[src/rtl/control_unit_seq_pkg.sv]
// Oryx control bundle types and opcode map.
// Shared by the combinational and registered decoders.
package oryx_ctrl_pkg;

  localparam logic [5:0] OPC_RALU = 6'h00;
  localparam logic [5:0] OPC_IADD = 6'h02;
  localparam logic [5:0] OPC_POP  = 6'h03;
  localparam logic [5:0] OPC_PUSH = 6'h04;
  localparam logic [5:0] OPC_BEQ  = 6'h05;
  localparam logic [5:0] OPC_JMP  = 6'h06;
  localparam logic [5:0] OPC_FLOP = 6'h08;

  // Widest ALU op field any instance may use.
  localparam int ALU_W_MAX = 8;

  localparam logic [ALU_W_MAX-1:0] ALU_ADD = ALU_W_MAX'(0);
  localparam logic [ALU_W_MAX-1:0] ALU_SUB = ALU_W_MAX'(1);

  typedef struct packed {
    logic                 i_r;
    logic                 write_reg_en;
    logic                 regfile_src_oalu_st;
    logic [ALU_W_MAX-1:0] alu_inst;
    logic                 jump;
    logic                 wr_en_stk;
    logic                 br_inst;
    logic [1:0]           flopinst;
    logic                 fen;
  } ctrl_bundle_t;

  function automatic logic is_branch(
    input logic [5:0] opc
  );
    return (opc == OPC_JMP) || (opc == OPC_BEQ);
  endfunction

endpackage

[src/rtl/control_unit_seq_if.sv]
// Fetch-to-decode handshake plus the decoded
// control bundle presented to execute.
interface control_unit_seq_if #(
  parameter int IR_W  = 32,
  parameter int ALU_W = 4
);

  logic             in_valid;
  logic             in_ready;
  logic [IR_W-1:0]  ir;
  logic             stall;
  logic             out_valid;
  logic             i_r;
  logic             write_reg_en;
  logic             regfile_src_oalu_st;
  logic [ALU_W-1:0] ALU_inst;
  logic             jump;
  logic             wr_en_stk;
  logic             br_inst;
  logic [1:0]       flopinst;
  logic             fen;
  logic             fp_busy;
  logic             illegal;

  modport slave (
    input  in_valid, ir, stall,
    output in_ready, out_valid, i_r,
    output write_reg_en, regfile_src_oalu_st,
    output ALU_inst, jump, wr_en_stk,
    output br_inst, flopinst, fen,
    output fp_busy, illegal
  );

  modport master (
    output in_valid, ir, stall,
    input  in_ready, out_valid, i_r,
    input  write_reg_en, regfile_src_oalu_st,
    input  ALU_inst, jump, wr_en_stk,
    input  br_inst, flopinst, fen,
    input  fp_busy, illegal
  );

endinterface

[src/rtl/ctrl_decode_comb.sv]
// Pure combinational Oryx opcode decoder.
// Unknown opcodes give an all-zero bundle.
module ctrl_decode_comb
  import oryx_ctrl_pkg::*;
#(
  parameter int IR_W  = 32,
  parameter int ALU_W = 4
) (
  input  logic [IR_W-1:0] ir,
  output ctrl_bundle_t    ctrl,
  output logic            illegal
);

  logic [5:0] opc;
  logic       unused_ir;

  assign opc       = ir[IR_W-1 -: 6];
  assign unused_ir = ^ir;

  always_comb begin
    ctrl    = '0;
    illegal = 1'b0;
    unique case (1'b1)
      (opc == OPC_RALU): begin
        ctrl.write_reg_en = 1'b1;
        ctrl.alu_inst     = ALU_W_MAX'(ir[ALU_W-1:0]);
      end
      (opc == OPC_IADD): begin
        ctrl.i_r          = 1'b1;
        ctrl.write_reg_en = 1'b1;
        ctrl.alu_inst     = ALU_ADD;
      end
      (opc == OPC_POP): begin
        ctrl.i_r                 = 1'b1;
        ctrl.write_reg_en        = 1'b1;
        ctrl.regfile_src_oalu_st = 1'b1;
      end
      (opc == OPC_PUSH): begin
        ctrl.wr_en_stk = 1'b1;
      end
      (opc == OPC_BEQ): begin
        ctrl.br_inst  = 1'b1;
        ctrl.alu_inst = ALU_SUB;
      end
      (opc == OPC_JMP): begin
        ctrl.jump = 1'b1;
      end
      (opc == OPC_FLOP): begin
        ctrl.fen          = 1'b1;
        ctrl.write_reg_en = 1'b1;
        ctrl.flopinst     = ir[1:0];
      end
      default: begin
        illegal = 1'b1;
      end
    endcase
  end

endmodule

[src/rtl/control_unit_seq.sv]
// Registered Oryx decoder with FPU occupancy stall,
// branch shadow squash and illegal-opcode pulse.
module control_unit_seq
  import oryx_ctrl_pkg::*;
#(
  parameter int IR_W      = 32,
  parameter int ALU_W     = 4,
  parameter int FLOP_LAT  = 3,
  parameter int BR_SHADOW = 1
) (
  input logic               clk,
  input logic               rst_n,
  control_unit_seq_if.slave bus
);

  localparam int BW = (FLOP_LAT > 1) ?
                      $clog2(FLOP_LAT) : 1;

  if (FLOP_LAT < 1 || FLOP_LAT > 15) begin : g_bad_lat
    $error("FLOP_LAT must be 1..15");
  end
  if (BR_SHADOW < 0 || BR_SHADOW > 3) begin : g_bad_shd
    $error("BR_SHADOW must be 0..3");
  end
  if (ALU_W < 1 || ALU_W > ALU_W_MAX) begin : g_bad_alu
    $error("ALU_W out of range");
  end

  ctrl_bundle_t  dec;
  ctrl_bundle_t  ctrl_q;
  logic          dec_illegal;
  logic          ill_q;
  logic          vld_q;
  logic          up_q;
  logic [BW-1:0] busy_q;
  logic [1:0]    shd_q;
  logic [5:0]    opc;
  logic          fp_busy;
  logic          accept;
  logic          squash;
  logic          live;
  logic          unused_alu;

  ctrl_decode_comb #(
    .IR_W  (IR_W),
    .ALU_W (ALU_W)
  ) u_dec (
    .ir      (bus.ir),
    .ctrl    (dec),
    .illegal (dec_illegal)
  );

  assign opc          = bus.ir[IR_W-1 -: 6];
  assign fp_busy      = (busy_q != '0);
  assign bus.in_ready = up_q & ~bus.stall & ~fp_busy;
  assign accept       = bus.in_valid & bus.in_ready;
  assign squash       = accept & (shd_q != 2'd0);
  assign live         = accept & ~squash;

  always_ff @(posedge clk or negedge rst_n) begin
    if (!rst_n) begin
      up_q   <= 1'b0;
      busy_q <= '0;
      shd_q  <= 2'd0;
      vld_q  <= 1'b0;
      ill_q  <= 1'b0;
      ctrl_q <= '0;
    end else begin
      up_q <= 1'b1;
      // FPU occupancy keeps draining through a stall.
      if (live && opc == OPC_FLOP)
        busy_q <= BW'(FLOP_LAT - 1);
      else if (fp_busy)
        busy_q <= busy_q - BW'(1);
      if (!bus.stall) begin
        if (squash)
          shd_q <= shd_q - 2'd1;
        else if (live && is_branch(opc))
          shd_q <= 2'(BR_SHADOW);
        vld_q  <= live;
        ill_q  <= live & dec_illegal;
        ctrl_q <= live ? dec : '0;
      end
    end
  end

  assign bus.out_valid           = vld_q;
  assign bus.illegal             = ill_q;
  assign bus.fp_busy             = fp_busy;
  assign bus.i_r                 = ctrl_q.i_r;
  assign bus.write_reg_en        = ctrl_q.write_reg_en;
  assign bus.regfile_src_oalu_st = ctrl_q.regfile_src_oalu_st;
  assign bus.ALU_inst            = ctrl_q.alu_inst[ALU_W-1:0];
  assign bus.jump                = ctrl_q.jump;
  assign bus.wr_en_stk           = ctrl_q.wr_en_stk;
  assign bus.br_inst             = ctrl_q.br_inst;
  assign bus.flopinst            = ctrl_q.flopinst;
  assign bus.fen                 = ctrl_q.fen;
  assign unused_alu              = ^ctrl_q.alu_inst;

endmodule

[src/flat_wrapper.sv]
// flat-port wrapper written by rule: the top's interface ports become plain ports
module control_unit_seq_flat import oryx_ctrl_pkg::*;
#(
  parameter int IR_W      = 32,
  parameter int ALU_W     = 4,
  parameter int FLOP_LAT  = 3,
  parameter int BR_SHADOW = 1
)
  (clk, rst_n, bus_in_valid, bus_ir, bus_stall, bus_in_ready, bus_out_valid, bus_i_r, bus_write_reg_en, bus_regfile_src_oalu_st, bus_ALU_inst, bus_jump, bus_wr_en_stk, bus_br_inst, bus_flopinst, bus_fen, bus_fp_busy, bus_illegal);
  control_unit_seq_if #(.IR_W(IR_W), .ALU_W(ALU_W)) bus_i ();
  input logic clk;
  input logic rst_n;
  input wire logic [$bits(bus_i.in_valid)-1:0] bus_in_valid;
  input wire logic [$bits(bus_i.ir)-1:0] bus_ir;
  input wire logic [$bits(bus_i.stall)-1:0] bus_stall;
  output wire logic [$bits(bus_i.in_ready)-1:0] bus_in_ready;
  output wire logic [$bits(bus_i.out_valid)-1:0] bus_out_valid;
  output wire logic [$bits(bus_i.i_r)-1:0] bus_i_r;
  output wire logic [$bits(bus_i.write_reg_en)-1:0] bus_write_reg_en;
  output wire logic [$bits(bus_i.regfile_src_oalu_st)-1:0] bus_regfile_src_oalu_st;
  output wire logic [$bits(bus_i.ALU_inst)-1:0] bus_ALU_inst;
  output wire logic [$bits(bus_i.jump)-1:0] bus_jump;
  output wire logic [$bits(bus_i.wr_en_stk)-1:0] bus_wr_en_stk;
  output wire logic [$bits(bus_i.br_inst)-1:0] bus_br_inst;
  output wire logic [$bits(bus_i.flopinst)-1:0] bus_flopinst;
  output wire logic [$bits(bus_i.fen)-1:0] bus_fen;
  output wire logic [$bits(bus_i.fp_busy)-1:0] bus_fp_busy;
  output wire logic [$bits(bus_i.illegal)-1:0] bus_illegal;
  assign bus_i.in_valid = bus_in_valid;
  assign bus_i.ir = bus_ir;
  assign bus_i.stall = bus_stall;
  assign bus_in_ready = bus_i.in_ready;
  assign bus_out_valid = bus_i.out_valid;
  assign bus_i_r = bus_i.i_r;
  assign bus_write_reg_en = bus_i.write_reg_en;
  assign bus_regfile_src_oalu_st = bus_i.regfile_src_oalu_st;
  assign bus_ALU_inst = bus_i.ALU_inst;
  assign bus_jump = bus_i.jump;
  assign bus_wr_en_stk = bus_i.wr_en_stk;
  assign bus_br_inst = bus_i.br_inst;
  assign bus_flopinst = bus_i.flopinst;
  assign bus_fen = bus_i.fen;
  assign bus_fp_busy = bus_i.fp_busy;
  assign bus_illegal = bus_i.illegal;
  control_unit_seq #(.IR_W(IR_W), .ALU_W(ALU_W), .FLOP_LAT(FLOP_LAT), .BR_SHADOW(BR_SHADOW)) u_core (.clk(clk), .rst_n(rst_n), .bus(bus_i));
endmodule
[config.mk]
export PLATFORM = sky130hd
export DESIGN_NAME = control_unit_seq_flat
export DESIGN_NICKNAME = d
export VERILOG_FILES = /design/src/rtl/control_unit_seq_pkg.sv /design/src/rtl/control_unit_seq_if.sv /design/src/rtl/ctrl_decode_comb.sv /design/src/rtl/control_unit_seq.sv /design/src/flat_wrapper.sv
export SDC_FILE = /design/constraint.sdc
export NUM_CORES = 1
export LEC_CHECK = 0
export BUFFER_PORTS_ARGS = -buffer_cell sky130_fd_sc_hd__buf_4
export CORE_ASPECT_RATIO = 0.7
export CORE_MARGIN = 2
export CORE_UTILIZATION = 40
export CTS_CLUSTER_DIAMETER = 50
export CTS_CLUSTER_SIZE = 28
export DETAILED_ROUTE_END_ITERATION = 12
export PLACE_DENSITY = 0.76
export REMOVE_ABC_BUFFERS = 1
export SYNTH_ARGS = -nofsm -noshare
export SYNTH_HDL_FRONTEND = slang
export SYNTH_SLANG_ARGS = --single-unit
[constraint.sdc]
create_clock -name clk -period 1.9 [get_ports clk]
set_input_delay 0.38 -clock clk [delete_from_list [all_inputs] [get_ports clk]]
set_output_delay 0.38 -clock clk [all_outputs]
set_load 0.1 [all_outputs]
==> results.json <==
{
  "critPathCaptureType": "output pin",
  "die-width_um": 63.4,
  "vdd_drop_max_v": 0.000353,
  "ioPinCount": 53,
  "drv_slew": 0,
  "synth_fa_ha_area_share_pct": 2.53,
  "antennaDiodeCount": 0,
  "synth_xor_area_share_pct": 1.77,
  "worstReg2RegEnd": "u_core.bus.ALU_inst[1]",
  "p_sw_uw": 454,
  "path_cells": "inv_1, ha_1, inv_1, nor3b_2, buf_6",
  "arrival_ns": 1.41,
  "min_path_type": "in -> reg",
  "finalNonFillerCells": 151,
  "root_buffer": "clkbuf_4",
  "worstHoldStart": "bus_ir[0]",
  "cap_violations": 0,
  "min_to": "u_core.bus.flopinst[0]",
  "rows": 15,
  "regToRegSetupSlack_ns": 0.19,
  "reg2reg_depth": 5,
  "synth_top_flop_cell": "dfrtp_1",
  "synthesis.area_um2": 987,
  "fin_nets": 157,
  "routed_via_density": 5.19,
  "grt_pass1_vias": 721,
  "via_count": 784,
  "synth_mux_area_share_pct": 0,
  "ys_types": 32,
  "cts_tree": "yes",
  "final_util_pct": 53.2,
  "drc": 0,
  "crit_family": "flip-flops",
  "grt_max_degree": 21,
  "drt_wl_total_um": 2060,
  "r2r_start": "u_core.shd_q[0]",
  "period_minus_slack_ns": 1.79,
  "power_per_cell_area_nw_per_um2": 906,
  "power_mw": 1.16,
  "power_leakage_nw": 0.634,
  "cts_buffers": 3,
  "ys_seq_elements": 20,
  "die_area_um2": 2890,
  "antenna_found_initial": 0,
  "portBuffers": 30,
  "synth_top_area_cell": "dfrtp_1",
  "areaGrowthSynthToFinish_pct": 29.4,
  "register_area_um2": 500,
  "synth-compound-area-share_pct": 18.5,
  "synth_top_family_by_area": "simple AND/OR/NAND/NOR gates",
  "crit_slowest_cell": "dfrtp_1",
  "htreeDepth": 1,
  "overflow": 0,
  "async_reset_ff_share_pct": 100,
  "synth_top_area_share_pct": 50.7,
  "critPathMaxStageDelay_ns": 0.39,
  "required_ns": 1.52,
  "clockBufferDepth": 2,
  "path_max_fanout": 2,
  "place_inst": 146,
  "cp_common_cell": "inv_1",
  "fmax_mhz": 560,
  "ys_seq_area_share_pct": 50.7,
  "finalHoldViolCount": 0,
  "timing.hold.ws_ns": 0.313,
  "setup_viol": 0,
  "drive_gt1_share_pct": 35.9,
  "clock-sinks": 20,
  "wl_per_cell_um": 13.6,
  "outcome": "finished clean",
  "p_clk_share_pct": 17.0,
  "rsz0062_at_grt": "no",
  "comb_power_share_pct": 40.8,
  "core_um2": 2400,
  "syn_area_per_cell_um2": 11.3,
  "firstDrtPassIters": 4,
  "hold_depth": 2,
  "setup-tns-final_ns": 0,
  "worst_clock_skew_ns": 0.00229,
  "path_class": "reg -> out",
  "start_kind": "register",
  "clock_latency_ns": 0.29,
  "multi_input_comb_area_um2": 432,
  "synth_area_leaders": "dfrtp_1 51%, a32o_1 6.1%, inv_1 2.7%",
  "start_util_pct": 41.1,
  "dieHeight_um": 45.6,
  "grt.total_usage_pct": 15.6,
  "drt_iter0_markers": 44,
  "n_fill_cell": 247,
  "antenna_left": 0,
  "detailed_place_hpwl_um": 1570,
  "synth-simple-area-share_pct": 20.0,
  "fin_crit_sh_pct": 94.0,
  "grt_pass1_wl_um": 3400,
  "synth_edf_count": 0,
  "p_int_uw": 703,
  "synth_cells": 87,
  "ys_warn_count": 0,
  "clk_pin_slew_ns": 0.11,
  "netSwitchingFraction_pct": 39.2,
  "globalplace.congestion": 0.802,
  "pwr-share-seq_pct": 42.3,
  "worst-path-buf-inv": 3
}
-- repair_timing --
action	in CTS	in global routing
buffers inserted	0	1
hold buffers	1	0
endpoints found under the hold margin	20	0
gates resized for setup	1	1
pin swaps	0	1
setup endpoints to repair	1	1
gates cloned	0	0
-- logic make-up (layout without fill, tap and decap cells) --
group | count (synthesis) | count (layout)
simple gates | 27 | 27
other cells | 1 | 1
buf+inv | 13 | 43
compound gates | 22 | 22
fa+ha+maj | 2 | 2
flops | 20 | 20
xor+xnor | 2 | 2
-- metal layers --
metal,part of all wire (%),track usage (%)
met1,47,21.0
met2,47,25.7
met3,5.3,3.96
met4,0.82,3.91
met5,0,0
-- power groups by stage --
stage / clock network, mW / logic, mW / registers (mW)
floorplan: 0 / 0.306 / 0.513
global placement: 0 / 0.432 / 0.496
detailed placement: 0 / 0.452 / 0.501
CTS: 0.200 / 0.458 / 0.493
global route: 0.225 / 0.519 / 0.494
finish: 0.196 / 0.472 / 0.489
-- registers in the layout, summed over array words and instances, names as in the netlist --
name and flops:
u_core.bus.fen 1, u_core.bus.out_valid 1, u_core.bus.i_r 1, u_core.shd_q 2
u_core.bus.write_reg_en 1, u_core.bus.flopinst 2, u_core.up_q 1, u_core.bus.illegal 1
u_core.bus.ALU_inst 4, u_core.bus.wr_en_stk 1, u_core.bus.regfile_src_oalu_st 1, u_core.bus.jump 1
u_core.bus.br_inst 1, u_core.busy_q 2
-- synthesized netlist by cell type (all sizes together) (3+ instances only) --
cell type  instances
buf                4
o31ai              3
nand2              6
dfrtp             20
inv                7
a22o               3
nor3               4
a32o               6
nor2               5
-- per-stage QoR --
| step | area [um2] | setup WS (ns) |
|---|---|---|
| after floorplan | 953 | -1.96 |
| after global placement | 1230 | 0.266 |
| after detailed placement | 1230 | 0.207 |
| after CTS | 1270 | 0.0122 |
| after global routing | 1280 | 0.0200 |
| final | 1280 | 0.114 |
-- placed cells by master (no fill, tap or decap), drive strengths merged --
cell type / count
buf: 32
dfrtp: 20
inv: 7
a32o: 6
nand2: 6
nor2: 5
nor3: 4
a22o: 3
o31ai: 3
clkbuf: 3
a21oi: 2
xor2: 2
nand3: 2
o21ai: 2
ha: 2
nor3b: 2
nand4b: 1
nor4b: 1
and4b: 1
nand2b: 1
a211oi: 1
o221ai: 1
or3: 1
or3b: 1
nor4: 1
a311oi: 1
a211o: 1
nand4: 1
a311o: 1
a21o: 1
dlygate4sd3: 1
conb: 1
-- area by class of cell --
class                           instances  area share (%)
Clock buffer                            3            1.76
Sequential cell                        20            39.2
Tap cell                               34            3.33
Timing Repair Buffer                   33            19.9
Multi-Input combinational cell         54            33.8
Inverter                                7            2.06
-- worst max-delay path by stage --
stage / end / slack [ns] / from / depth (start not counted)
final: bus_in_ready / 0.11 / u_core.busy_q[0] / 5
after global routing: bus_in_ready / 0.02 / u_core.busy_q[1] / 5
after CTS: bus_in_ready / 0.01 / u_core.busy_q[0] / 5
after detailed placement: u_core.bus.ALU_inst[1] / 0.21 / u_core.shd_q[0] / 5
after global placement: u_core.bus.ALU_inst[2] / 0.27 / u_core.shd_q[0] / 5
after floorplan: bus_in_ready / -1.96 / u_core.busy_q[0] / 4
Power figures use the tool's default switching activity.
